--- config.mk ---
export PLATFORM = sky130hd
export DESIGN_NAME = operand_feeder
export DESIGN_NICKNAME = d
export VERILOG_FILES = /design/src/rtl/operand_feeder.sv
export SDC_FILE = /design/constraint.sdc
export NUM_CORES = 1
export LEC_CHECK = 0
export BUFFER_PORTS_ARGS = -buffer_cell sky130_fd_sc_hd__clkbuf_2
export CAP_MARGIN = 10
export CORE_UTILIZATION = 55
export DETAILED_ROUTE_END_ITERATION = 12
export HOLD_SLACK_MARGIN = 0.08
export PLACE_DENSITY = 0.86
export REMOVE_ABC_BUFFERS = 1
export SLEW_MARGIN = 20
export SYNTH_ARGS = -nofsm -noshare
export SYNTH_HDL_FRONTEND = slang
export SYNTH_SLANG_ARGS = --single-unit
--- constraint.sdc ---
create_clock -name clk -period 2.8 [get_ports clk]
set_input_delay 0.28 -clock clk [delete_from_list [all_inputs] [get_ports clk]]
set_output_delay 0.28 -clock clk [all_outputs]
set_load 0.005 [all_outputs]
--- src/rtl/operand_feeder.sv ---
// operand_feeder: FIFO-buffered operand source for the 8-bit sequence accumulator.
// Each start issues BURST_LEN operands, one per clock, framed by an acc_clear
// pulse before the burst and a burst_done pulse on the last operand.
// Optional: define STALL_CNT_EN to add the stall_count output, which counts
// bubble cycles in RUN and saturates at 255.
module operand_feeder #(
  parameter int unsigned WIDTH     = 8,
  parameter int unsigned DEPTH     = 4,
  parameter int unsigned BURST_LEN = 8
) (
  input  logic             clk,
  input  logic             reset,
  input  logic [WIDTH-1:0] in_data,
  input  logic             in_valid,
  output logic             in_ready,
  input  logic             start,
  output logic [WIDTH-1:0] a_out,
  output logic             a_valid,
  output logic             acc_clear,
  output logic             burst_done,
  output logic             busy
`ifdef STALL_CNT_EN
  ,
  output logic [7:0]       stall_count
`endif
);

  localparam int unsigned AW = $clog2(DEPTH);
  localparam int unsigned CW = AW + 1;
  localparam logic [CW-1:0] FULL_CNT   = CW'(DEPTH);
  localparam logic [7:0]    BURST_LAST = 8'(BURST_LEN);

  localparam logic [1:0] S_IDLE  = 2'd0;
  localparam logic [1:0] S_CLEAR = 2'd1;
  localparam logic [1:0] S_RUN   = 2'd2;
  localparam logic [1:0] S_DONE  = 2'd3;

  logic [WIDTH-1:0] mem [DEPTH];
  logic [AW-1:0]    wr_ptr;
  logic [AW-1:0]    rd_ptr;
  logic [CW-1:0]    count;
  logic [CW-1:0]    count_d;
  logic [1:0]       state;
  logic [1:0]       state_d;
  logic [7:0]       issue_cnt;
  logic [7:0]       issue_d;
  logic [7:0]       issue_inc;
  logic             push;
  logic             pop;
  logic             acc_clear_d;
  logic             burst_done_d;
`ifdef STALL_CNT_EN
  logic [7:0]       stall_d;
`endif

  // State register
  always_ff @(posedge clk or posedge reset) begin
    if (reset) state <= S_IDLE;
    else       state <= state_d;
  end

  // Next state, FIFO handshake and next values of the registered outputs
  always_comb begin
    push         = in_valid && in_ready;
    pop          = (state == S_RUN) && (count != '0);
    state_d      = state;
    issue_d      = issue_cnt;
    issue_inc    = issue_cnt + 8'd1;
    acc_clear_d  = 1'b0;
    burst_done_d = 1'b0;
`ifdef STALL_CNT_EN
    stall_d      = stall_count;
`endif
    case (state)
      S_IDLE: begin
        if (start) begin
          state_d     = S_CLEAR;
          acc_clear_d = 1'b1;
        end
      end
      S_CLEAR: begin
        issue_d = 8'd0;
        state_d = S_RUN;
`ifdef STALL_CNT_EN
        stall_d = 8'd0;
`endif
      end
      S_RUN: begin
        if (pop) begin
          issue_d = issue_inc;
          if (issue_inc == BURST_LAST) begin
            state_d      = S_DONE;
            burst_done_d = 1'b1;
          end
        end else begin
`ifdef STALL_CNT_EN
          if (stall_count != 8'hFF) stall_d = stall_count + 8'd1;
`endif
        end
      end
      default: begin
        state_d = S_IDLE;
      end
    endcase
    case ({push, pop})
      2'b10:   count_d = count + CW'(1);
      2'b01:   count_d = count - CW'(1);
      default: count_d = count;
    endcase
  end

  // FIFO pointers, occupancy, burst counter and registered outputs
  always_ff @(posedge clk or posedge reset) begin
    if (reset) begin
      wr_ptr     <= '0;
      rd_ptr     <= '0;
      count      <= '0;
      issue_cnt  <= 8'd0;
      in_ready   <= 1'b1;
      a_out      <= '0;
      a_valid    <= 1'b0;
      acc_clear  <= 1'b0;
      burst_done <= 1'b0;
      busy       <= 1'b0;
`ifdef STALL_CNT_EN
      stall_count <= 8'd0;
`endif
    end else begin
      if (push) wr_ptr <= wr_ptr + AW'(1);
      if (pop)  rd_ptr <= rd_ptr + AW'(1);
      count      <= count_d;
      issue_cnt  <= issue_d;
      in_ready   <= (count_d != FULL_CNT);
      a_out      <= pop ? mem[rd_ptr] : '0;
      a_valid    <= pop;
      acc_clear  <= acc_clear_d;
      burst_done <= burst_done_d;
      busy       <= (state_d != S_IDLE);
`ifdef STALL_CNT_EN
      stall_count <= stall_d;
`endif
    end
  end

  // FIFO storage; contents are don't-care until written, so no reset
  always_ff @(posedge clk) begin
    if (push) mem[wr_ptr] <= in_data;
  end

endmodule
Word level (Yosys, flattened, before mapping)
Memory sizes are Yosys's and may differ from the RTL's.
Index checks and enable logic that the tools add are counted.
{"block": "classes", "n_addsub": 5, "eq_ne": 7, "mux": 15, "reduce_logical": 7}
{"op": "$mux 8", "n": 2}
{"op": "$pmux 8 s2", "n": 1}
{"op": "$add 8x1->8 const B", "n": 1}
{"op": "$eq 8x4->1 const B", "n": 1}
{"op": "$mux 1", "n": 7}
{"op": "$mux 2", "n": 3}
{"op": "$pmux 2 s3", "n": 1}
{"op": "$pmux 3 s2", "n": 1}
{"op": "$add 2x1->2 const B", "n": 2}
{"op": "$eq 2x1->1 const B", "n": 2}
{"op": "$eq 2x2->1 const B", "n": 2}
{"op": "$reduce_bool 2->1", "n": 2}
{"op": "$add 3x1->3 const B", "n": 1}
{"op": "$ne 3x3->1 const B", "n": 1}
{"op": "$reduce_bool 3->1", "n": 1}
{"op": "$sub 3x1->3 const B", "n": 1}
{"op": "$logic_and 1x1->1", "n": 2}
{"op": "$logic_not 2->1", "n": 1}
{"op": "$ne 2x2->1 const B", "n": 1}
{"op": "$reduce_and 2->1", "n": 1}
{"block": "word_totals", "reg_bits": 30, "mem_bits_rw": 32, "out_inout_bits": 13, "memories": 1}
{"name": "mem", "words": 4, "width": 8, "rd": 1, "rd_ports_with_merged_regs": 0, "write_ports": 1, "line_no": "38", "text": "logic [WIDTH-1:0] mem [DEPTH];"}

Depth between registers and ports, before layout
Gate-level depths: netlist of run 1.
{"block": "logic_depth", "depth_word": 6, "mapped_depth": 12, "depth_no_buf": 11}

Worst setup path after synthesis of run 1
OpenSTA, ideal clock, no wires.
{"block": "synth_path", "kind": "register -> register", "start": "reg state[0]", "end": "reg in_ready", "arrival_ns": 2.305, "path_slack_ns": 0.413, "path_stages_with_launch": 13, "n_path_buf": 1, "period_less_slack_ns": 2.387, "cell_sequence": "dfrtp_1 > inv_1 > ha_1 > o31ai_4 > inv_4 > clkbuf_1 > ha_1 > inv_1 > fa_1 > xor2_1 > nor2_1 > xor2_1 > nand2_1"}
{"block": "synth_via", "elab_chain_cells": 5, "elab_cells_between_ends": 6}
{"item": "start, declared", "line_no": "43", "text": "logic [1:0] state;"}
{"item": "start signal, assigned", "line_no": "59", "text": "else state <= state_d;"}
{"item": "$eq 2x2->1 *", "line_no": "65", "text": "pop = (state == S_RUN) && (count != '0);"}
{"item": "$logic_and 1x1->1 *", "line_no": "65"}
{"item": "net pop", "line_no": "49", "text": "logic pop;"}
{"item": "$eq 2x1->1 / $eq 2x2->1 (equally long branches)", "line_no": "105", "text": "case ({push, pop})"}
{"item": "$pmux 3 s2 *", "line_no": "105"}
{"item": "net count_d[2]", "line_no": "42", "text": "logic [CW-1:0] count_d;"}
{"item": "$ne 3x3->1 *", "line_no": "133", "text": "in_ready <= (count_d != FULL_CNT);"}
{"item": "end signal, assigned", "line_no": "133"}
{"item": "end, declared", "line_no": "15", "text": "output logic in_ready,"}
Mark *: on every way through the listed nets, which the timed path passes. The rest lies on a longest branch.
A chain may end at the register's enable or synchronous reset.

Worst setup path in the final report of run 1
{"block": "layout_path", "start": "reg state[0]", "end": "reg in_ready"}
{"block": "layout_via", "elab_chain_cells": 5, "elab_cells_between_ends": 6}
{"item": "$eq 2x2->1 *", "line_no": "65"}
{"item": "$logic_and 1x1->1 *", "line_no": "65"}
{"item": "$eq 2x1->1 / $eq 2x2->1 (equally long branches)", "line_no": "105"}
{"item": "$pmux 3 s2 *", "line_no": "105"}
{"item": "net count_d[2]", "line_no": "42"}
{"item": "$ne 3x3->1 *", "line_no": "133"}
Marked as above.

==> qor.txt, run 1 <==
Port-buffer cells = 24
Seq/Total Area, Yosys = 0.658
Total core area = 0.00444 mm²
CTS root buf = clkbuf_8
Tmin final = 2.49 ns
Fraction of registers with async set/reset = 0.484
Most instantiated cells after synthesis = 32 x edfxtp_1, 29 x dfrtp_1, 15 x o21ai_0
Largest family of logic cells by synthesized area = simple AND/OR/NAND/NOR gates
WL/cell = 15.1 µm
Worst EP arrival = 2.75 ns
Hold EP = mem[3][6]
Vias/cell = 5.50
Detailed placement HPWL = 2.58 mm
Endpoints failing hold = 0
Mux cell area share after synthesis = 0.0774
Worst skew pair latency = 0.33 ns
Antenna Nets Post-Route = 0
Fin area = 0.00297 mm²
Die area = 0.00501 mm²
Int Pwr = 0.00208 W
Max-slew violation count = 0
Ant. Diodes = 0
Initial Util = 0.585
Clock share of power = 0.240
Setup-failing EPs final = 0
Hold Crit Depth = 1
Final Wtd Congestion = 0.843
Std-Cell Rows = 24
Routed wire length = 4.02 mm
Initial antenna violation count = 0
XOR/XNOR Fraction of Synth Area = 0.0236
Vias in the first global route = 1380
Post-cts resize count = 0
Crit path kind = reg2reg
Largest net degree at the start of global routing = 31
Distinct cells, synth = 39
Seq pwr share = 0.453
Reg2reg path depth = 11
Overflow after GRT = 0
Dpl cell area = 0.00278 mm²
Max Freq = 402 MHz
Yosys top cell by area = edfxtp_1
TritonCTS buffer count = 9
Yosys top cell area share = 0.369
Yosys reg bits = 62
Power per cell area = 1040 mW/mm²
First-pass DRT Iterations = 8
Clk sink count = 62
CTS Buffer Depth = 2
Most common cell in the netlist = edfxtp_1
Worst VDD drop = 0.561 mV
Lkg Pwr = 1.27 nW
# H-tree levels = 3
P_sw = 0.00100 W
Sw frac = 0.326
Crit share post-route = 0.888
Mapped Area = 0.00260 mm²
Core Util, Final = 0.669
TritonCTS clock tree = yes
Compound-cell area share of the yosys netlist = 0.0736
Required time of the critical path = 3.06 ns
Failing checks = DRC
Layout cell share with drive strength beyond 1 = 0.248
Setup_tns = 0 ns
Synth warn = 0
R2R Path Start = state[0]
Reg2reg end = in_ready
Hold_ws = 0.168 ns
Clk pin slew, worst setup/hold paths = 0.07 ns
Setup slack, reg-to-reg = 0.31 ns
Rel. slew slack = 0.626
Post-Synth Adder-Cell Area = 0.0558
Drt drc = 2
Setup bufs post-CTS = 0
Die width = 70.8 µm
DR vias = 1462
Status = finished with violations
Wire length of the first global-routing pass = 6.63 mm
Synth Area in Simple Gates = 0.0895
Worst-Margin Slew = 0.561 ns
Combinational share of power = 0.307
Top_reg_cell synth = edfxtp_1
Die Ht = 70.8 µm
Post-Syn Instances = 175
Area grow syn2layout = 14.3%
Worst min-delay path category = in2reg
Layout Nets = 232
Hold_buf cts = 1
Hold path start = in_data[6]
Worst Skew = 0.00636 ns
Startpoint types = flip-flop
Max Cap Viol = 0
Syn_area_per_cell = 14.9 µm²
Total GRT Usage = 0.185
IO Pins = 25
Element type at the critical path end = flip-flop
Top cells by area, synth = edfxtp_1 37%, dfrtp_1 28%, mux4_2 6.9%
RSZ-0062 raised after global routing = no
Crit Path Max Fanout = 20
Initial DRC Count = 129
Post-synth EDFFs = 32
final cells by class:
type / count / area (µm²)
clock buffers: 12 / 135
repair buffers: 26 / 138
flip-flops and latches: 62 / 1710
clock inverters: 4 / 47.5
multi-input cells: 99 / 832
well taps: 52 / 65.1
fillers: 314 / 1470
inverters: 11 / 43.8
power groups by stage:
stage          registers (W)  logic, W  clock network [W]
6_report             0.00140  0.000947           0.000739
3_3_place_gp         0.00141  0.000911                  0
3_5_place_dp         0.00142  0.000939                  0
4_1_cts              0.00140  0.000957           0.000750
2_1_floorplan        0.00139  0.000713                  0
5_1_grt              0.00143   0.00106           0.000793
flip-flops by register name, indices dropped and copies added, names as in the netlist:
signal,count
acc_clear,1
burst_done,1
in_ready,1
busy,1
mem,32
issue_cnt,8
wr_ptr,2
state,2
a_valid,1
count,3
rd_ptr,2
a_out,8
worst max path at each step:
| stage | startpoint | endpoint | slack, ns |
|---|---|---|---|
| 2_1_floorplan | state[0] | in_ready | 0.64 |
| 4_1_cts | state[0] | in_ready | 0.29 |
| 5_1_grt | state[0] | in_ready | 0.11 |
| 3_5_place_dp | state[0] | in_ready | 0.31 |
| 6_report | state[0] | in_ready | 0.31 |
| 3_3_place_gp | state[0] | in_ready | 0.48 |
metrics by stage:
| stage | power, W | setup slack, ns | instances |
|---|---|---|---|
| after detailed placement | 0.00236 | 0.308 | 249 |
| after global placement | 0.00232 | 0.484 | 249 |
| after global routing | 0.00329 | 0.110 | 266 |
| after CTS | 0.00311 | 0.293 | 266 |
| final | 0.00308 | 0.314 | 266 |
| after floorplan | 0.00210 | 0.636 | 172 |
cells in the final DEF, fill, tap and decap left out, types with 2 or more instances in the layout:
cell type   n
edfxtp_1   32
dfrtp_1    29
clkbuf_2   24
o21ai_0    15
inv_1      10
ha_1       10
and2_1      9
clkbuf_8    9
nand2_1     8
mux4_2      8
and3_1      7
nor2_1      7
xnor2_1     5
a21oi_1     3
clkbuf_1    3
nand3_1     2
nand4_1     2
xor2_1      2
o22ai_1     2
clkinv_2    2
logic make-up (layout without fill, tap and decap cells):
kind of cell,after synthesis,count (layout)
muxes,10,10
AOI/OAI and AO/OA,29,29
and+or+nand+nor,42,42
xor gates and xnor gates,7,7
DFF,62,62
adders and majority gates,11,11
buffers and inverters,14,53
metal layers:
metal / routed length, µm / track usage / vias to the layer above
li1: - / - / 703
met1: 1840 / 0.239 / 714
met2: 1930 / 0.280 / 34
met3: 166 / 0.0840 / 11
met4: 82 / 0.0644 / 0
met5: 0 / 0 / -
worst max-delay path: stages, from the launching register on:
cell and delay (ns):
dfrtp_1 0.42, inv_1 0.10, ha_1 0.26, o31ai_4 0.18
inv_4 0.20, ha_1 0.23, inv_1 0.07, fa_1 0.37
xor2_1 0.16, nor2_1 0.11, xor2_1 0.22, nand2_1 0.08
(Power assumes the default switching activity.)
==> run 2, diff against run 1 <==
--- a/config.mk
+++ b/config.mk
@@ -11,7 +11,6 @@
 export DETAILED_ROUTE_END_ITERATION = 12
 export HOLD_SLACK_MARGIN = 0.08
 export PLACE_DENSITY = 0.86
-export REMOVE_ABC_BUFFERS = 1
 export SLEW_MARGIN = 20
 export SYNTH_ARGS = -nofsm -noshare
 export SYNTH_HDL_FRONTEND = slang
==> qor.txt, run 2 (synthesis results as in run 1) <==
Status = finished with violations
Failing checks = DRC
Tmin final = 2.36 ns
Setup slack, reg-to-reg = 0.44 ns
Worst Skew = 0.00873 ns
Max stage delay on crit path = 0.42 ns
Wire length of the first global-routing pass = 6.80 mm
TritonCTS buffer count = 9
Commonest cells after routing, fill and taps aside = 32 x edfxtp_1, 29 x dfrtp_1, 24 x clkbuf_2
Clk pin slew, worst setup/hold paths = 0.07 ns
Final Wtd Congestion = 0.806
CP Cell Sequence = inv_1 -> ha_1 -> o31ai_4 -> inv_4 -> ha_1 -> inv_1 -> fa_1 -> xor2_1 -> nor2_1 -> xor2_1 -> nand2_1
Layout cell share with drive strength beyond 1 = 0.248
RSZ-0062 raised after global routing = no
Crit path kind = reg2reg
Regs by FF count = mem x32, a_out x8, issue_cnt x8
Power per cell area = 1030 mW/mm²
Reg2reg end = in_ready
Antenna Nets Post-Route = 0
Setup bufs post-CTS = 0
Routed wire length = 4.19 mm
Hold path start = in_data[5]
Initial antenna violation count = 0
TritonCTS clock tree = yes
WL/cell = 15.7 µm
Hold EP = mem[3][5]
Drt drc = 4
Hold Crit Depth = 1
Die area = 0.00501 mm²
Detailed placement HPWL = 2.87 mm
Endpoints failing hold = 0
Total core area = 0.00444 mm²
Setup_tns = 0 ns
Worst VDD drop = 0.575 mV
Max Freq = 424 MHz
Rel. slew slack = 0.585
Overflow after GRT = 0
Lkg Pwr = 1.27 nW
Max FFs per register = 32
Setup-failing EPs final = 0
IO Pins = 25
CTS Buffer Depth = 2
Slowest-stage cell, CP = dfrtp_1
Bufs and invs on worst path = 3
Clk sink count = 62
Hold_buf cts = 1
CP delay by family, top = adder cells
Fin area = 0.00297 mm²
Filler instances = 307
Die width = 70.8 µm
Worst skew pair latency = 0.33 ns
Element type at the critical path end = flip-flop
Area grow syn2layout = 14.3%
Worst min-delay path category = in2reg
R2R Path Start = state[0]
Total GRT Usage = 0.194
Max-slew violation count = 0
Syn Nets = 198
Std-Cell Rows = 24
Crit Path Max Fanout = 20
CTS root buf = clkbuf_8
Worst EP arrival = 2.62 ns
Hold_ws = 0.170 ns
Largest net degree at the start of global routing = 21
# H-tree levels = 3
Post-cts resize count = 0
Layout Nets = 232
Initial Util = 0.585
Vias in the first global route = 1460
Reg2reg path depth = 11
Die Ht = 70.8 µm
Required time of the critical path = 3.06 ns
Max Cap Viol = 0
Post-route insts no fill = 266
Worst-Margin Slew = 0.622 ns
Vias/cell = 5.52
Core Util, Final = 0.669
Port-buffer cells = 24
Post-Place Cells = 249
Crit share post-route = 0.842
Initial DRC Count = 91
Startpoint types = flip-flop
First-pass DRT Iterations = 8
Commonest non-fill, non-tap cell in the layout = edfxtp_1
DR vias = 1468
Ant. Diodes = 0
Biggest register = mem
Dpl cell area = 0.00278 mm²
[run 2: cell counts in the layout (fill, tap and decap cells not counted)]
No cell type changed its count.
[run 2: worst max-delay path by stage]
stage / to / cells after the start / slack [ns] / start
after floorplan: in_ready / 12 / 0.41 / state[0]
after global placement: in_ready / 11 / 0.49 / state[0]
final: in_ready / 11 / 0.44 / state[0]
after global routing: in_ready / 11 / 0.23 / state[0]
after CTS: in_ready / 11 / 0.41 / state[0]
after detailed placement: in_ready / 11 / 0.40 / state[0]
[run 2: cell type report]
class / instances / area (µm²) / area share
Timing Repair Buffer: 26 / 138 / 0.0463
Inverter: 11 / 43.8 / 0.0147
Clock buffer: 12 / 135 / 0.0454
Multi-Input combinational cell: 99 / 832 / 0.280
Tap cell: 52 / 65.1 / 0.0219
Sequential cell: 62 / 1710 / 0.576
Clock inverter: 4 / 47.5 / 0.0160
[run 2: where the power goes]
group	switching [W]	total, W	internal, W	leakage, nW
clock network	0.000316	0.000725	0.000409	0.0904
logic	0.000483	0.000935	0.000451	0.509
registers	0.000196	0.00141	0.00122	0.674
[run 2: routing by layer]
layer  vias up  share of wire  track usage
met2        44           0.50        0.309
met5         -              0            0
met3         6          0.039       0.0840
li1        710              -            -
met1       708           0.44        0.231
met4         0          0.016       0.0911
[run 2: metrics by stage]
stage	worst slack [ns]	total power [W]
after floorplan	0.413	0.00211
after global placement	0.493	0.00232
after detailed placement	0.404	0.00237
after CTS	0.412	0.00311
after global routing	0.235	0.00328
final	0.443	0.00307
